## config.mk

```make
export PLATFORM = sky130hd
export DESIGN_NAME = print_uart_tx
export DESIGN_NICKNAME = d
export VERILOG_FILES = /design/src/rtl/print_uart_tx_pkg.sv /design/src/rtl/print_uart_tx_fifo.sv /design/src/rtl/print_uart_tx.sv
export SDC_FILE = /design/constraint.sdc
export NUM_CORES = 1
export LEC_CHECK = 0
export BUFFER_PORTS_ARGS = -buffer_cell sky130_fd_sc_hd__buf_2
export CORE_UTILIZATION = 55
export CTS_BUF_LIST = sky130_fd_sc_hd__clkbuf_16
export DETAILED_ROUTE_END_ITERATION = 12
export GPL_TIMING_DRIVEN = 0
export PLACE_DENSITY_LB_ADDON = 0.15
export RECOVER_POWER = 50
export SYNTH_ARGS = -nofsm -noshare
export SYNTH_HDL_FRONTEND = slang
export SYNTH_SLANG_ARGS = --single-unit
```

## constraint.sdc

```tcl
create_clock -name CLK -period 5.39 [get_ports CLK]
set_input_delay 0.2695 -clock CLK [delete_from_list [all_inputs] [get_ports CLK]]
set_output_delay 0.2695 -clock CLK [all_outputs]
set_load 0.05 [all_outputs]
```

## src/rtl/print_uart_tx_pkg.sv

```systemverilog
// Shared constants for the print UART: FSM encoding, ASCII codes and hex rendering.
package print_uart_tx_pkg;

  typedef enum logic [1:0] {
    IDLE  = 2'd0,
    START = 2'd1,
    DATA  = 2'd2,
    STOP  = 2'd3
  } uart_state_e;

  localparam logic [7:0] ASCII_ZERO = 8'h30;
  localparam logic [7:0] ASCII_A    = 8'h41;
  localparam logic [7:0] ASCII_LF   = 8'h0A;

  // Index of the trailing line-feed within a printed word.
  localparam logic [3:0] LAST_CHAR  = 4'd8;

  function automatic logic [7:0] hex_ascii(input logic [3:0] nib);
    return (nib < 4'd10) ? (ASCII_ZERO + {4'd0, nib})
                         : (ASCII_A + {4'd0, nib} - 8'd10);
  endfunction

endpackage

```

## src/rtl/print_uart_tx_fifo.sv

```systemverilog
// Synchronous word FIFO for the print path; drops pushes when full and flags it stickily.
module print_fifo #(
  parameter int WIDTH = 32,
  parameter int DEPTH = 8
) (
  input  logic                       clk,
  input  logic                       reset,
  input  logic                       push,
  input  logic [WIDTH-1:0]           push_data,
  input  logic                       pop,
  output logic [WIDTH-1:0]           pop_data,
  output logic                       empty,
  output logic [$clog2(DEPTH):0]     count,
  output logic                       overflow
);

  localparam int AW = $clog2(DEPTH);
  localparam int CW = AW + 1;
  localparam logic [AW:0] PTR_ONE = 1;

  logic [WIDTH-1:0] mem [DEPTH];
  logic [AW:0]      wr_ptr;
  logic [AW:0]      rd_ptr;
  logic             full;
  logic             push_ok;
  logic             pop_ok;

  // Pointers carry one extra MSB so full and empty differ at equal low bits.
  assign count    = wr_ptr - rd_ptr;
  assign empty    = (count == '0);
  assign full     = (count == CW'(DEPTH));
  assign push_ok  = push && (!full || pop);
  assign pop_ok   = pop && !empty;
  assign pop_data = mem[rd_ptr[AW-1:0]];

  always_ff @(posedge clk) begin
    if (push_ok) mem[wr_ptr[AW-1:0]] <= push_data;
  end

  always_ff @(posedge clk) begin
    if (reset) begin
      wr_ptr   <= '0;
      rd_ptr   <= '0;
      overflow <= 1'b0;
    end else begin
      if (push_ok)         wr_ptr   <= wr_ptr + PTR_ONE;
      if (pop_ok)          rd_ptr   <= rd_ptr + PTR_ONE;
      if (push && !push_ok) overflow <= 1'b1;
    end
  end

endmodule

```

## src/rtl/print_uart_tx.sv

```systemverilog
// Prints buffered 32-bit words as 8 hex chars + LF over an 8N1 UART line.
// state | meaning
// IDLE  | line high; pops the next word when the FIFO has one
// START | start bit (low) for one bit time
// DATA  | 8 data bits of the current char, LSB first
// STOP  | stop bit (high); then next char or back to IDLE after LF
module print_uart_tx
  import print_uart_tx_pkg::*;
#(
  parameter int CLKS_PER_BIT = 868,
  parameter int FIFO_DEPTH   = 8
) (
  input  logic                          CLK,
  input  logic                          RESET,
  input  logic                          PRINT_EN,
  input  logic [31:0]                   PRINT_VAL,
  output logic                          TX,
  output logic                          BUSY,
  output logic                          OVERFLOW,
  output logic [$clog2(FIFO_DEPTH):0]   FIFO_COUNT
);

  localparam int BW = (CLKS_PER_BIT > 1) ? $clog2(CLKS_PER_BIT) : 1;
  localparam logic [BW-1:0] BAUD_ONE  = 1;
  localparam logic [BW-1:0] BAUD_LAST = BW'(CLKS_PER_BIT - 1);

  uart_state_e   state, state_next;
  logic [BW-1:0] baud_cnt;
  logic [2:0]    bit_idx;
  logic [3:0]    char_idx;
  logic [31:0]   shift_word;
  logic [31:0]   head_word;
  logic [7:0]    cur_char;
  logic          baud_done;
  logic          pop;
  logic          fifo_empty;

  print_fifo #(.WIDTH(32), .DEPTH(FIFO_DEPTH)) u_fifo (
    .clk       (CLK),
    .reset     (RESET),
    .push      (PRINT_EN),
    .push_data (PRINT_VAL),
    .pop       (pop),
    .pop_data  (head_word),
    .empty     (fifo_empty),
    .count     (FIFO_COUNT),
    .overflow  (OVERFLOW)
  );

  assign baud_done = (baud_cnt == BAUD_LAST);
  // The shift register always holds the current nibble in its top four bits.
  assign cur_char  = (char_idx == LAST_CHAR) ? ASCII_LF : hex_ascii(shift_word[31:28]);
  assign BUSY      = (state != IDLE) || !fifo_empty;

  always_comb begin
    state_next = state;
    pop        = 1'b0;
    TX         = 1'b1;
    case (state)
      IDLE: begin
        if (!fifo_empty) begin
          pop        = 1'b1;
          state_next = START;
        end
      end
      START: begin
        TX = 1'b0;
        if (baud_done) state_next = DATA;
      end
      DATA: begin
        TX = cur_char[bit_idx];
        if (baud_done && bit_idx == 3'd7) state_next = STOP;
      end
      STOP: begin
        if (baud_done) state_next = (char_idx != LAST_CHAR) ? START : IDLE;
      end
      default: state_next = IDLE;
    endcase
  end

  always_ff @(posedge CLK) begin
    if (RESET) begin
      state      <= IDLE;
      baud_cnt   <= '0;
      bit_idx    <= '0;
      char_idx   <= '0;
      shift_word <= '0;
    end else begin
      state <= state_next;
      if (state_next != state || state == IDLE || baud_done) baud_cnt <= '0;
      else                                                   baud_cnt <= baud_cnt + BAUD_ONE;
      if (pop) begin
        shift_word <= head_word;
        char_idx   <= '0;
      end else if (state == STOP && baud_done && char_idx != LAST_CHAR) begin
        shift_word <= {shift_word[27:0], 4'h0};
        char_idx   <= char_idx + 4'd1;
      end
      if (state == START)                bit_idx <= '0;
      else if (state == DATA && baud_done) bit_idx <= bit_idx + 3'd1;
    end
  end

endmodule

```

Yosys cells after proc, flatten, opt, wreduce, memory -nomap -nowiden
Memories as Yosys holds them, arrays and structs flattened. A register that Yosys moved wholly into a read port is not among the register bits.
Cells that the tools add are included.
{"block": "word_totals", "ff_bits": 60, "latch_bits": 0, "mem_bits_rw": 256, "romBits": 0, "in_bits": 35, "wordCells": 69, "mem_count": 1}
{"block": "classes", "n_addsub": 9, "mul": 0, "n_div": 0, "order_cmp": 2, "eq_ne": 9, "shift": 0, "n_mux": 19, "bitwise": 0, "n_reduce_logical": 21}
{"name": "u_fifo.mem", "depth": 8, "width": 32, "read_ports": 1, "rd_ports_with_merged_regs": 1, "wr": 1, "line": "print_uart_tx_fifo.sv:21", "source": "logic [WIDTH-1:0] mem [DEPTH];"}
{"op": "$mux 32", "n": 2}
{"op": "$mux 8", "n": 2}
{"op": "$add 4x1->4 const B", "n": 3}
{"op": "$add 10x1->10 const B", "n": 1}
{"op": "$eq 10x10->1 const B", "n": 1}
{"op": "$add 7x4->8 const A", "n": 1}
{"op": "$eq 4x4->1 const B", "n": 2}
{"op": "$mux 2", "n": 4}
{"op": "$pmux 2 s4", "n": 1}
{"op": "$sub 8x4->8 const B", "n": 1}
{"op": "$add 6x4->7 const A", "n": 1}
{"op": "$logic_and 1x1->1", "n": 7}
{"op": "$mux 1", "n": 6}
{"op": "$mux 3", "n": 2}
{"op": "$reduce_or 2->1", "n": 3}
{"op": "$eq 2x2->1 const B", "n": 2}
{"op": "$logic_not 4->1", "n": 1}
{"op": "$logic_or 1x1->1", "n": 4}
{"op": "$lt 3x4->1 const B", "n": 1}
{"op": "$lt 4x4->1 const B", "n": 1}
{"op": "$ne 4x4->1 const B", "n": 1}
{"op": "$reduce_bool 2->1", "n": 2}
{"op": "$sub 4x4->4", "n": 1}
{"op": "$add 3x1->3 const B", "n": 1}
{"op": "other kinds (7)", "n": 9}

Longest topological paths before layout
{"block": "logic_depth", "ltp_word": 8, "depth_mapped": 11, "mapped_depth_nobuf": 9}

Cells and area by module
Synthesis repeated with hierarchy kept, for this count alone.
{"block": "hier_totals", "cells_unflattened": 770, "hier_area_um2": 12802.3}
{"mod": "print_fifo", "instances": 1, "cells_per_inst": 454, "area_per_inst_um2": 10298.6, "seq_area_each_um2": 7927.6}
{"mod": "print_uart_tx", "instances": 1, "cells_per_inst": 316, "area_per_inst_um2": 2503.7, "seq_area_each_um2": 1021.0}

Least setup slack after synthesis
Ideal clock, no wire load.
{"block": "synth_path", "path_kind": "register to register", "from": "register u_fifo.wr_ptr[0]", "to": "memory u_fifo.mem[0][0] (enable)", "setup_ns": 0.502, "arrival_time_ns": 5.516, "setup_slack_ns": -0.627, "stages_incl_launch_ff": 11, "n_path_buf": 2, "path_cell_list": "dfxtp_1 -> inv_1 -> ha_1 -> inv_1 -> fa_1 -> xor2_1 -> or3_1 -> buf_6 -> o41ai_4 -> buf_6 -> nor4_1"}
{"block": "synth_between", "elab_chain_len": 8}
{"element": "start: declaration", "line": "print_uart_tx_fifo.sv:22", "source": "logic [AW:0] wr_ptr;"}
{"element": "start signal: assignment", "line": "print_uart_tx_fifo.sv:46", "source": "if (push_ok) wr_ptr <= wr_ptr + PTR_ONE;"}
{"element": "$sub 4x4->4 (*)", "line": "print_uart_tx_fifo.sv:29", "source": "assign count = wr_ptr - rd_ptr;"}
{"element": "via FIFO_COUNT[2]", "line": "print_uart_tx.sv:20", "source": "output logic [$clog2(FIFO_DEPTH):0] FIFO_COUNT"}
{"element": "$logic_not 4->1", "line": "print_uart_tx_fifo.sv:30", "source": "assign empty = (count == '0);"}
{"element": "$mux 1", "line": "print_uart_tx.sv:61", "source": "if (!fifo_empty) begin"}
{"element": "$mux 1", "line": "print_uart_tx.sv:59", "source": "case (state)"}
{"element": "$logic_or 1x1->1 (*)", "line": "print_uart_tx_fifo.sv:32", "source": "assign push_ok = push && (!full || pop);"}
{"element": "$logic_and 1x1->1 (*)", "line": "print_uart_tx_fifo.sv:32"}
{"element": "$mux 1 (*)", "line": "print_uart_tx_fifo.sv:37", "source": "if (push_ok) mem[wr_ptr[AW-1:0]] <= push_data;"}
{"element": "$mux 1 (implied by the code) (*)", "line": "print_uart_tx_fifo.sv:37"}
{"element": "end: declaration", "line": "print_uart_tx_fifo.sv:21"}
The timed path passes the listed nets; every way through them passes the cells marked *.

Final worst setup path
{"block": "layout_path", "from": "register u_fifo.wr_ptr[0]", "to": "memory u_fifo.mem[0][19] (enable)"}
{"block": "layout_between", "elab_chain_len": 8}
{"element": "$sub 4x4->4", "line": "print_uart_tx_fifo.sv:29"}
{"element": "$logic_not 4->1", "line": "print_uart_tx_fifo.sv:30"}
{"element": "$mux 1", "line": "print_uart_tx.sv:61"}
{"element": "$mux 1", "line": "print_uart_tx.sv:59"}
{"element": "$logic_or 1x1->1", "line": "print_uart_tx_fifo.sv:32"}
{"element": "$logic_and 1x1->1", "line": "print_uart_tx_fifo.sv:32"}
{"element": "$mux 1", "line": "print_uart_tx_fifo.sv:37"}
{"element": "$mux 1 (implied by the code)", "line": "print_uart_tx_fifo.sv:37"}
Several ways; a longest one is shown, not always the timed one.

==> impl_metrics.yaml <==
routing:
  avgRoutedWirePerCell_um: 22.1
  first_iter_violations: 515
  ant_nets: 0
  num_vias: 7042
  vias_per_cell: 5.99
  wl_um: 26000
  drc_errors: 0
  drt_first_pass_iters: 5
min_path:
  hold_class: "in -> reg"
layout:
  fillers: 1581
  area_growth_pct: 16.8
  multi_input_area_um2: 3430
  final_nets: 914
  antenna_cells: 0
  final_area_um2: 14800
  drive_above_1_share_pct: 22.8
  regArea_um2: 8950
global_routing:
  grt_first_pass_wirelength_um: 40900
  antenna_found_initial: 0
  grt_start_max_net_pins: 20
  use_met2_pct: 38.5
  grt_use_total_pct: 23.1
  grt_pass1_vias: 7213
  top_usage_layer: "met2"
  met3_usage_pct: 2.99
  use_met1_pct: 32.0
  grt_remaining_overflow: 0
power:
  p_leak_uw: 0.00480
  power.density_nw_per_um2: 481
  clock_power_share_pct: 29.8
  pwr-share-seq_pct: 43.3
  switching_share_pct: 29.8
  finalPower_uw: 7110
  ir_drop_mv: 0.300
  p_int_uw: 4990
  pwr-share-comb_pct: 26.9
  switching_power_uw: 2120
synth:
  postSynthCellCount: 726
  synth_seq_cells: 319
  synth-edff-count: 256
  yosysWarnings: 0
  synth_area_um2: 12700
  ys_seq_area_share_pct: 70.7
  synth_flop_cell: "edfxtp_1"
  post_synth_num_cell_types: 52
  avgSynthCellArea_um2: 17.4
  async_flop_share_pct: 0
  syn_nets: 773
setup_path:
  crit_type: "reg -> reg"
  crit_required_ns: 5.69
  crit_arrival_ns: 4.29
  startpoint_type: "flop"
  cp-end-kind: "flop"
  worst-path-buf-inv: 6
  max_stage_delay_ns: 0.87
  cp_max_fo: 10
  path_cells: "inv_1 -> ha_1 -> inv_1 -> fa_1 -> or3_1 -> clkbuf_1 -> o41ai_1 -> buf_6 -> nor4_2 -> buf_4 -> buf_4"
  cp_slowest_cell: "o41ai_1"
  path_delay_family: "buffers and inverters"
sta:
  rsz0062_at_grt: "false"
  whs_ns: 0.0232
  drv_slew: 0
  worst_pin_slew_ns: 1.35
  hold_violations: 0
  fin_crit_ns: 3.99
  slew_headroom_pct: 9.46
  setup_viol: 0
  fmax_mhz: 251
  fin_skew_ns: 0.0267
  fin_crit_sh_pct: 74.0
clock_tree:
  cts_tree: "built"
  clock-sinks: 319
  h-tree-depth: 1
  cts_root_buffer: "clkbuf_16"
  cts_resized: 0
  clockBufferDepth: 3
  cts_buffers: 31
  clk_pin_slew_ns: 0.07
  clk_latency_ns: 0.56
floorplanning:
  start_util_pct: 56.0
  die_y_um: 154
  die_width_um: 154
  ioPinCount: 42
  coreArea_um2: 22600
  rows: 55
  die_area_um2: 23600
placed_design:
  io_buffers: 40
  post_dp_cell_area_um2: 13600
  gp_congestion: 0.819
  place_hpwl_um: 17900
run:
  max_cap_viol_count: 0
run_status:
  status: "complete, no violations"
[layout make-up]
| cell class | count | area share, % |
|---|---|---|
| Inverter | 15 | 0.381 |
| Timing Repair Buffer | 108 | 5.24 |
| Multi-Input combinational cell | 348 | 23.2 |
| Clock inverter | 26 | 1.53 |
| Tap cell | 285 | 2.41 |
| Buffer | 44 | 1.36 |
| Clock buffer | 31 | 5.25 |
| Sequential cell | 319 | 60.6 |
[cells by family (layout without fill, tap and decap cells)]
logic type / Yosys count / after routing / synth area share [%]
AND/OR/NAND/NOR: 124 / 124 / 5.02
XOR/XNOR: 18 / 18 / 1.25
multiplexers: 98 / 98 / 14.4
flip-flops: 319 / 319 / 70.7
buffers and inverters: 59 / 224 / 2.17
adder cells (fa/ha/maj): 12 / 12 / 1.25
AO/OA/AOI/OAI: 96 / 96 / 5.17
[flip-flops by register name, summed over array words and instances, names as in the netlist, named ones only]
| register | count |
|---|---|
| u_fifo.mem | 256 |
| shift_word | 32 |
| baud_cnt | 10 |
| char_idx | 4 |
| u_fifo.rd_ptr | 4 |
| u_fifo.wr_ptr | 4 |
| bit_idx | 3 |
| state | 2 |
| u_fifo.overflow | 1 |
[per-stage QoR]
step,TNS [ns],utilization (%),setup WS [ns],cells
floorplan,-140.55,-,-0.627,726
global placement,-715.71,58.5,-3.32,1051
detailed placement,0,60.1,1.72,1087
CTS,0,65.9,1.67,1176
global route,0,65.4,1.15,1176
finish,0,65.4,1.40,1176
[path summary, 6_finish.rpt]
| path | cells after the start | slack [ns] | start | endpoint |
|---|---|---|---|---|
| setup / recovery | 11 | 1.40 | u_fifo.wr_ptr[0] | u_fifo.mem[0][19] |
| hold / removal | 3 | 0.02 | PRINT_EN | u_fifo.overflow |
| setup reg to reg | 11 | 1.40 | u_fifo.wr_ptr[0] | u_fifo.mem[0][19] |
| hold reg to reg | 2 | 0.47 | shift_word[23] | shift_word[23] |
[Yosys cell counts, types with 11 or more instances]
library cell,n,share of area [%]
a21oi_1,43,1.7
a22oi_1,31,1.8
buf_2,12,0.47
clkbuf_1,25,0.74
dfxtp_1,63,10
edfxtp_1,256,61
ha_1,11,1.1
inv_1,15,0.45
mux2_2,32,2.8
mux4_2,64,11
nand2_1,16,0.47
nand3_1,41,1.6
nor2_1,29,0.86
xnor2_1,11,0.76
[worst min-delay path, stage by stage]
cell     delay (ns)
buf_2          0.09
a31oi_1        0.08
nor2_1         0.10
[power by group through the flow]
stage	combinational (uW)	sequential, uW	clock, uW
2_1_floorplan	1440	3090	0
3_3_place_gp	1860	3130	0
3_5_place_dp	1960	3120	0
4_1_cts	1990	3070	2150
5_1_grt	2070	3100	2240
6_report	1910	3080	2120
[placed cells by master (no fill, tap or decap), drive strengths merged, types with 11 or more instances in the layout]
cell | Yosys | layout
a22oi | 31 | 31
clkbuf | 25 | 97
ha | 11 | 11
nand3 | 41 | 41
dfxtp | 63 | 63
mux4 | 64 | 64
mux2 | 33 | 33
xnor2 | 11 | 11
dlygate4sd3 | 0 | 32
nand2 | 16 | 16
inv | 15 | 22
a21oi | 43 | 43
clkinv | 0 | 12
edfxtp | 256 | 256
nor2 | 30 | 30
buf | 19 | 54
[repair_timing]
item / 4_1_cts / 5_1_grt
hold endpoints to repair: 256 / 0
setup buffers: 0 / 0
hold buffers: 32 / 0
[per-layer routing]
metal | vias to the layer above | wire length (um)
met1 | 3633 | 11300
met3 | 39 | 1150
li1 | 3177 | -
met2 | 193 | 12900
met5 | - | 0
met4 | 0 | 588
No activity file was read; power rests on OpenSTA's default activity.
